### src/rtl/alien_pkg.sv
// rtl/alien_pkg.sv - shared formation state encoding and motion step codes
package alien_pkg;

    typedef enum logic [2:0] {
        ST_IDLE,
        ST_RIGHT,
        ST_LEFT,
        ST_DOWN,
        ST_LANDED
    } alien_state_e;

    // One-hot step codes, also decoded by the alien renderer
    typedef enum logic [2:0] {
        MOT_NONE  = 3'b000,
        MOT_RIGHT = 3'b100,
        MOT_DOWN  = 3'b010,
        MOT_LEFT  = 3'b001
    } motion_e;

endpackage

### src/rtl/step_divider.sv
// rtl/step_divider.sv - frame counter producing one step per period of frame ticks
module step_divider #(
    parameter int PERIOD_W = 6
) (
    input  logic                clk,
    input  logic                reset,
    input  logic                enable,
    input  logic                freeze,
    input  logic [PERIOD_W-1:0] period,
    output logic                step
);

    logic [PERIOD_W-1:0] r_frame_cnt;
    logic [PERIOD_W-1:0] w_limit;
    logic                w_run;

    // A period of 0 behaves as 1; >= lets a shrunken period fire at once
    assign w_limit = (period == '0) ? '0 : period - 1'b1;
    assign w_run   = enable & ~freeze;
    assign step    = w_run & (r_frame_cnt >= w_limit);

    always_ff @(posedge clk or negedge reset) begin
        if (!reset) begin
            r_frame_cnt <= '0;
        end else if (step) begin
            r_frame_cnt <= '0;
        end else if (w_run) begin
            r_frame_cnt <= r_frame_cnt + 1'b1;
        end
    end

endmodule

### src/rtl/alien_formation_motion.sv
// rtl/alien_formation_motion.sv - formation march controller: sideways sweeps, edge descents, landing
module alien_formation_motion
    import alien_pkg::*;
#(
    parameter int PERIOD_W     = 6,
    parameter int DOWN_ROWS    = 1,
    parameter int MAX_DESCENTS = 12
) (
    input  logic                clk,
    input  logic                reset,
    input  logic                enable,
    input  logic                freeze,
    input  logic                canLeft,
    input  logic                canRight,
    input  logic [PERIOD_W-1:0] period,
    output logic [2:0]          Motion,
    output logic                dir,
    output logic [7:0]          descent_cnt,
    output logic                landed
);

    localparam logic [3:0] ROWS_RELOAD = 4'(DOWN_ROWS - 1);
    localparam logic [7:0] DESC_LIMIT  = 8'(MAX_DESCENTS);

    alien_state_e r_state,  w_state_nxt;
    logic [3:0]   r_rows_left, w_rows_nxt;
    logic         r_dir, w_dir_nxt;
    logic [7:0]   r_descent_cnt, w_desc_nxt, w_desc_inc;
    logic [2:0]   r_motion, w_motion_nxt;
    logic         r_landed;
    logic         w_step;
    logic         w_head_ok, w_back_ok;

    // Landing also stops the frame counter
    step_divider #(.PERIOD_W(PERIOD_W)) u_div (
        .clk    (clk),
        .reset  (reset),
        .enable (enable),
        .freeze (freeze | r_landed),
        .period (period),
        .step   (w_step)
    );

    assign w_desc_inc = r_descent_cnt + 8'd1;
    assign w_head_ok  = r_dir ? canRight : canLeft;
    assign w_back_ok  = r_dir ? canLeft  : canRight;

    always_comb begin
        w_state_nxt  = r_state;
        w_rows_nxt   = r_rows_left;
        w_dir_nxt    = r_dir;
        w_desc_nxt   = r_descent_cnt;
        w_motion_nxt = MOT_NONE;
        if (w_step) begin
            case (r_state)
                ST_IDLE: begin
                    if (canRight) begin
                        w_state_nxt  = ST_RIGHT;
                        w_dir_nxt    = 1'b1;
                        w_motion_nxt = MOT_RIGHT;
                    end else if (canLeft) begin
                        w_state_nxt  = ST_LEFT;
                        w_dir_nxt    = 1'b0;
                        w_motion_nxt = MOT_LEFT;
                    end
                end
                ST_RIGHT: begin
                    if (canRight) begin
                        w_motion_nxt = MOT_RIGHT;
                    end else begin
                        w_state_nxt  = ST_DOWN;
                        w_rows_nxt   = ROWS_RELOAD;
                        w_dir_nxt    = 1'b0;
                        w_motion_nxt = MOT_DOWN;
                    end
                end
                ST_LEFT: begin
                    if (canLeft) begin
                        w_motion_nxt = MOT_LEFT;
                    end else begin
                        w_state_nxt  = ST_DOWN;
                        w_rows_nxt   = ROWS_RELOAD;
                        w_dir_nxt    = 1'b1;
                        w_motion_nxt = MOT_DOWN;
                    end
                end
                ST_DOWN: begin
                    if (r_rows_left != 4'd0) begin
                        w_rows_nxt   = r_rows_left - 4'd1;
                        w_motion_nxt = MOT_DOWN;
                    end else begin
                        w_desc_nxt = w_desc_inc;
                        if (w_desc_inc == DESC_LIMIT) begin
                            w_state_nxt = ST_LANDED;
                        end else if (w_head_ok) begin
                            w_state_nxt  = r_dir ? ST_RIGHT : ST_LEFT;
                            w_motion_nxt = r_dir ? MOT_RIGHT : MOT_LEFT;
                        end else if (w_back_ok) begin
                            w_state_nxt  = r_dir ? ST_LEFT : ST_RIGHT;
                            w_motion_nxt = r_dir ? MOT_LEFT : MOT_RIGHT;
                            w_dir_nxt    = ~r_dir;
                        end else begin
                            w_state_nxt = ST_IDLE;
                        end
                    end
                end
                default: ;
            endcase
        end
    end

    always_ff @(posedge clk or negedge reset) begin
        if (!reset) begin
            r_state       <= ST_IDLE;
            r_rows_left   <= 4'd0;
            r_dir         <= 1'b1;
            r_descent_cnt <= 8'd0;
            r_motion      <= MOT_NONE;
            r_landed      <= 1'b0;
        end else begin
            r_state       <= w_state_nxt;
            r_rows_left   <= w_rows_nxt;
            r_dir         <= w_dir_nxt;
            r_descent_cnt <= w_desc_nxt;
            r_motion      <= w_motion_nxt;
            r_landed      <= (w_state_nxt == ST_LANDED);
        end
    end

    assign Motion      = r_motion;
    assign dir         = r_dir;
    assign descent_cnt = r_descent_cnt;
    assign landed      = r_landed;

endmodule

### config.mk
export PLATFORM = sky130hd
export DESIGN_NAME = alien_formation_motion
export DESIGN_NICKNAME = d
export VERILOG_FILES = /design/src/rtl/alien_pkg.sv /design/src/rtl/step_divider.sv /design/src/rtl/alien_formation_motion.sv
export SDC_FILE = /design/constraint.sdc
export NUM_CORES = 1
export LEC_CHECK = 0
export CAP_MARGIN = 20
export CORE_ASPECT_RATIO = 1.25
export CORE_UTILIZATION = 53
export CTS_CLUSTER_SIZE = 14
export DETAILED_ROUTE_END_ITERATION = 8
export PLACE_DENSITY = 0.82
export SLEW_MARGIN = 30
export SYNTH_ARGS = -nofsm -noshare
export SYNTH_HDL_FRONTEND = slang
export SYNTH_SLANG_ARGS = --single-unit
### constraint.sdc
create_clock -name clk -period 2.8 [get_ports clk]
set_input_delay 0.7 -clock clk [delete_from_list [all_inputs] [get_ports clk]]
set_output_delay 0.7 -clock clk [all_outputs]
set_load 0.05 [all_outputs]
* Word level (Yosys, flattened, before mapping)
Index checks and enable logic that the tools add are counted.
W data, S select, Z words.
** Word-level totals
- Flip-flop bits (word level) :: 26
- Output and inout port bits :: 13
- Word-level logic and storage cells :: 82
** Cells by class
- Add/sub/neg operators :: 4
- Order comparisons :: 1
- Equal/unequal tests :: 13
- Mux-type cells :: 42
- Bitwise operators :: 6
- Reductions and logical operators :: 9
** Operators with widths (count)
- $mux W3 :: 16
- $pmux W3 S4 :: 2
- $mux W6 :: 3
- $ne A2 B2 Y1 const B :: 7
- $mux W4 :: 3
- $pmux W4 S3 :: 1
- $mux W1 :: 11
- $mux W2 :: 5
- $reduce_and A9 Y1 :: 1
- $add A8 B1 Y8 const B :: 1
- $eq A8 B4 Y1 const B :: 1
- $reduce_bool A4 Y1 :: 2
- $add A6 B1 Y6 const B :: 1
- $eq A3 B2 Y1 const B :: 2
- $ge A6 B6 Y1 :: 1
- $logic_not A6 Y1 :: 1
- $sub A6 B1 Y6 const B :: 1
- $reduce_and A5 Y1 :: 1
- $pmux W1 S4 :: 1
- $sub A4 B1 Y4 const B :: 1
- $eq A3 B1 Y1 const B :: 1
- $eq A3 B3 Y1 const B :: 1
- $logic_not A3 Y1 :: 1
- $ne A3 B3 Y1 const B :: 1
- 6 further kinds :: 9

* Longest topological paths before layout
- Depth after elaboration :: 8
- Depth in mapped cells :: 13

* Hierarchy
From an unflattened synthesis, not the netlist that was laid out.
** Unflattened totals
- Cell total of the unflattened synthesis :: 183
- Area, all modules :: 1690.4 um^2
** Modules (own cells, without submodules)
- alien_formation_motion :: times used 1, cells an instance 118, area an instance 1129.8 um^2, seq. area each 501.7 um^2
- step_divider :: times used 1, cells an instance 65, area an instance 560.5 um^2, seq. area each 150.1 um^2

* Least setup slack after synthesis
No wires, ideal clock.
- Path kind :: input-to-reg
- From :: in period[0]
- To :: reg r_descent_cnt[1], in the netlist descent_cnt[1]
- Arrival time :: 3.067 ns
- Required time :: 2.672 ns
- Path slack :: -0.395 ns
- Cell stages on the path :: 12
- Cells stage by stage :: inv_1 -> ha_1 -> nand2_1 -> or3_1 -> and2_1 -> ha_1 -> nand2b_1 -> a2111oi_2 -> o21ai_1 -> nor2b_1 -> nand2_1 -> mux2_1
** On the way
- Cells in the longest elaborated chain, start to end :: 5
- Elaborated cells on any way between the ends :: 6
** Ends and longest elaborated chain
- start: declaration :: RTL line alien_formation_motion.sv:15 : input logic [PERIOD_W-1:0] period,
- $sub A6 B1 Y6 / $logic_not A6 Y1 (equally long branches) :: RTL line step_divider.sv:18 : assign w_limit = (period == '0) ? '0 : period - 1'b1;
- $mux W6 * :: RTL line step_divider.sv:18
- $ge A6 B6 Y1 * :: RTL line step_divider.sv:20 : assign step = w_run & (r_frame_cnt >= w_limit);
- $and A1 B1 Y1 * :: RTL line step_divider.sv:20
- $reduce_and A3 Y1 (no source line) *
- end signal: assignment :: RTL line alien_formation_motion.sv:124 : r_descent_cnt <= w_desc_nxt;
- end: declaration :: RTL line alien_formation_motion.sv:28 : logic [7:0] r_descent_cnt, w_desc_nxt, w_desc_inc;
Mark *: on every way between the ends. The rest lies on a longest branch, timed or not.
A chain may end at the register's enable or synchronous reset.

* Worst setup path in the final report
- From :: in period[1]
- To :: reg u_div.r_frame_cnt[0]
** On the way
- Cells in the longest elaborated chain, start to end :: 5
- Elaborated cells on any way between the ends :: 7
** Ends and longest elaborated chain
- $sub A6 B1 Y6 / $logic_not A6 Y1 (equally long branches) :: RTL line step_divider.sv:18
- $mux W6 * :: RTL line step_divider.sv:18
- $ge A6 B6 Y1 * :: RTL line step_divider.sv:20
- $and A1 B1 Y1 * :: RTL line step_divider.sv:20
- $mux W6 / $reduce_bool A2 Y1 (equally long branches)
- end signal: assignment :: RTL line step_divider.sv:28 : r_frame_cnt <= r_frame_cnt + 1'b1;
- end: declaration :: RTL line step_divider.sv:13 : logic [PERIOD_W-1:0] r_frame_cnt;
Marks and branches as above.

==> flow_metrics.py <==
metrics = {
    "timing": {
        "finalSetupViolCount": 0,
        "grt_setup_unrepaired": "no",
        "fin_setup_tns_ns": 0,
        "relSlewSlack": 0.575,
        "fin_crit_sh": 0.958,
        "hold_viol": 0,
        "skew_ns": 0.00306,
        "finalCriticalPeriod_ns": 2.68,
        "tightest_slew_ns": 0.634,
        "slew_violations": 0,
        "fmax_mhz": 373,
    },
    "place": {
        "place_congestion": 0.844,
        "port_buffers": 24,
        "hpwl_mm": 3.02,
    },
    "cells_and_area": {
        "fin_nets": 249,
        "fillerInstances": 219,
        "final_util": 0.752,
        "antenna_cells": 0,
        "syn_to_final_growth_pct": 34.9,
        "drive_gt1_frac": 0.243,
    },
    "worst_setup_path": {
        "critPathCaptureType": "register",
        "crit_start": "period[1]",
        "crit_required_ns": 3.07,
        "worstPathMaxFanout": 2,
        "worstSetupStartpointType": "input pin",
        "worstPathArrival_ns": 2.95,
        "worstReg2RegStart": "r_state[1]$_DFF_PN0_",
        "worstSetupPathType": "in2reg",
    },
    "yosys": {
        "synth-edff-count": 0,
        "synthDistinctLibCells": 50,
        "synth_top_area_cell": "dfrtp_1",
        "async_flop_share": 1.00,
        "synth_fp_nets": 202,
        "syn-cell-area_sq_mm": 0.00164,
        "syn_inst": 180,
        "yosysWarnings": 0,
        "synth_top_area_share": 0.381,
        "synth_top_flop_cell": "dfrtp_1",
        "yosys-top-cells-area": "dfrtp_1, ha_1, nand2_1",
        "ys_seq_area_frac": 0.397,
        "ys_seq_elements": 26,
        "syn_avg_cell_area_sq_um": 9.12,
    },
    "global_route": {
        "grt_antenna_before_repair": 0,
        "grt_max_degree": 27,
        "globalRouteTotalUtil": 0.267,
        "overflow": 0,
        "grt_pass1_vias": 1577,
        "grt_pass1_wl_mm": 6.61,
    },
    "power": {
        "powerDensity_mw_per_mm2": 433,
        "p_clk_frac": 0.206,
        "power_mw": 0.959,
        "power_frac_seq": 0.467,
        "internal_power_mw": 0.659,
        "p_leak_nw": 0.996,
        "switching_power_mw": 0.300,
        "vdd_drop_max_uv": 344,
        "switching_share": 0.313,
        "p_comb_frac": 0.327,
    },
    "floorplan": {
        "core_sq_mm": 0.00295,
        "die_x_um": 51.8,
        "io_pins": 25,
        "die_y_um": 64.2,
        "rows": 22,
        "die-area_sq_mm": 0.00332,
        "start_util": 0.557,
    },
    "routing": {
        "viasPerCell": 5.78,
        "vias": 1515,
        "wl_per_cell_um": 15.0,
        "drcViolationCount": 0,
        "firstDrtPassIters": 4,
        "wirelength_mm": 3.92,
        "drtAntennaViolNets": 0,
        "drt_iter0_markers": 55,
    },
    "clock_tree": {
        "holdBufCountCts": 0,
        "cts_tree": "built",
        "h-tree-depth": 1,
        "clock_latency_ns": 0.33,
        "root_buffer": "clkbuf_4",
        "cts.sinks": 26,
        "clk_pin_slew_ns": 0.14,
        "cts_inserted_buffers": 3,
        "cts_buffer_depth": 2,
    },
    "hold_path": {
        "hp-start": "descent_cnt[6]$_DFFE_PN0P_",
        "hold_class": "reg2reg",
    },
    "job": {
        "cap_violations": 0,
    },
    "run_status": {
        "run_status": "finished, final reports clean",
    },
}
-- metal layers --
layer | vias to the layer above | global-route usage | part of all wire
li1 | 738 | - | -
met1 | 742 | 0.288 | 0.40
met2 | 28 | 0.485 | 0.55
met3 | 7 | 0.0333 | 0.027
met4 | 0 | 0.145 | 0.016
met5 | - | 0 | 0
-- worst max-delay path, cell delays in order --
cell	delay [ns]
buf_4	0.13
inv_6	0.05
ha_4	0.13
nand2_2	0.05
or3_4	0.33
and2_4	0.17
ha_4	0.20
nand2b_4	0.14
a2111oi_4	0.34
o21bai_1	0.12
a21o_1	0.17
or3_1	0.33
o21ai_1	0.08
-- state kept, by name, indices dropped and copies added, names as in the netlist --
signal / count
dir: 1
r_state: 3
landed: 1
u_div.r_frame_cnt: 6
descent_cnt: 8
r_rows_left: 4
Motion: 3
-- synthesized netlist by cell type, drive strengths merged (2+ instances only) --
cell / instances
nand3: 8
o21ai: 11
nor2: 16
nand2b: 4
nand4: 3
inv: 10
a211oi: 2
nor3: 4
nand3b: 2
nor3b: 4
nand2: 19
o2bb2ai: 2
nor4: 2
buf: 3
xnor2: 6
a31oi: 2
xor2: 6
dfrtp: 25
and3: 3
clkbuf: 2
a21o: 2
a21oi: 8
or3: 5
ha: 10
-- layout by cell type, fill, tap and decap left out, types with 3 or more instances in the layout --
| cell | synthesis | layout |
|---|---|---|
| clkdlybuf4s50_1 | 0 | 18 |
| o21ai_1 | 3 | 4 |
| inv_1 | 10 | 8 |
| xor2_1 | 6 | 6 |
| dfrtp_1 | 25 | 25 |
| ha_4 | 0 | 3 |
| clkbuf_4 | 0 | 3 |
| buf_4 | 0 | 24 |
| nor2_1 | 16 | 15 |
| ha_1 | 10 | 7 |
| nor3b_1 | 3 | 3 |
| nand3_1 | 8 | 8 |
| a21oi_1 | 8 | 8 |
| or3_1 | 4 | 3 |
| nand4_1 | 3 | 3 |
| nand2_1 | 19 | 17 |
| o21ai_0 | 8 | 6 |
| xnor2_1 | 6 | 6 |
-- path summary, 6_finish.rpt --
| kind | to | slack, ns | cells after the start |
|---|---|---|---|
| max | u_div.r_frame_cnt[0]$_DFFE_PN0P_ | 0.12 | 13 |
| min in group asynchronous | r_state[1]$_DFF_PN0_ | 0.71 | 2 |
| min reg2reg | descent_cnt[6]$_DFFE_PN0P_ | 0.53 | 1 |
| max in group asynchronous | dir$_DFFE_PN1P_ | 1.79 | 2 |
| max reg2reg | r_state[1]$_DFF_PN0_ | 0.71 | 6 |
| min | descent_cnt[6]$_DFFE_PN0P_ | 0.53 | 1 |
-- power groups by stage --
stage,sequential (mW),combinational [mW],clock [mW]
after global routing,0.455,0.345,0.212
after global placement,0.450,0.283,0
final,0.447,0.314,0.198
after CTS,0.444,0.301,0.199
after floorplan,0.441,0.195,0
after detailed placement,0.451,0.301,0
-- layout make-up --
cell class | instances | area [sq um] | area share
timing repair buffer | 47 | 399 | 0.180
clock buffer | 4 | 36.3 | 0.0164
inverter | 10 | 47.5 | 0.0215
multi-input combinational | 139 | 1030 | 0.467
tap | 36 | 45.0 | 0.0203
sequential | 26 | 652 | 0.294
-- per-stage QoR --
stage | setup WS (ns) | area, sq um | hold WS (ns) | instances
floorplan | -0.0377 | 1720 | 0.404 | 180
global placement | -0.563 | 2140 | 0.500 | 256
detailed placement | -0.677 | 2140 | 0.501 | 256
CTS | 0.0226 | 2180 | 0.528 | 261
global route | 0.000178 | 2210 | 0.556 | 262
finish | 0.118 | 2210 | 0.529 | 262
-- repair_timing --
| action | 4_1_cts | 5_1_grt |
|---|---|---|
| pin swaps | 7 | 7 |
| buffers inserted | 1 | 1 |
| endpoints found under the setup margin | 26 | 11 |
| hold endpoints to repair | 0 | 0 |
| resized for setup | 17 | 11 |
| cloned | 0 | 0 |
-- kinds of logic (layout without fill, tap and decap cells) --
kind of cell,count (synthesis),after routing,share of synthesized area
multiplexers,2,2,0.0130
XOR/XNOR,12,12,0.0640
buffers and inverters,15,61,0.0366
AND/OR/NAND/NOR,77,77,0.252
adder cells (fa/ha/maj),10,10,0.0762
AO/OA/AOI/OAI,38,38,0.161
flip-flops,26,26,0.397
Power figures use the tool's default switching activity.
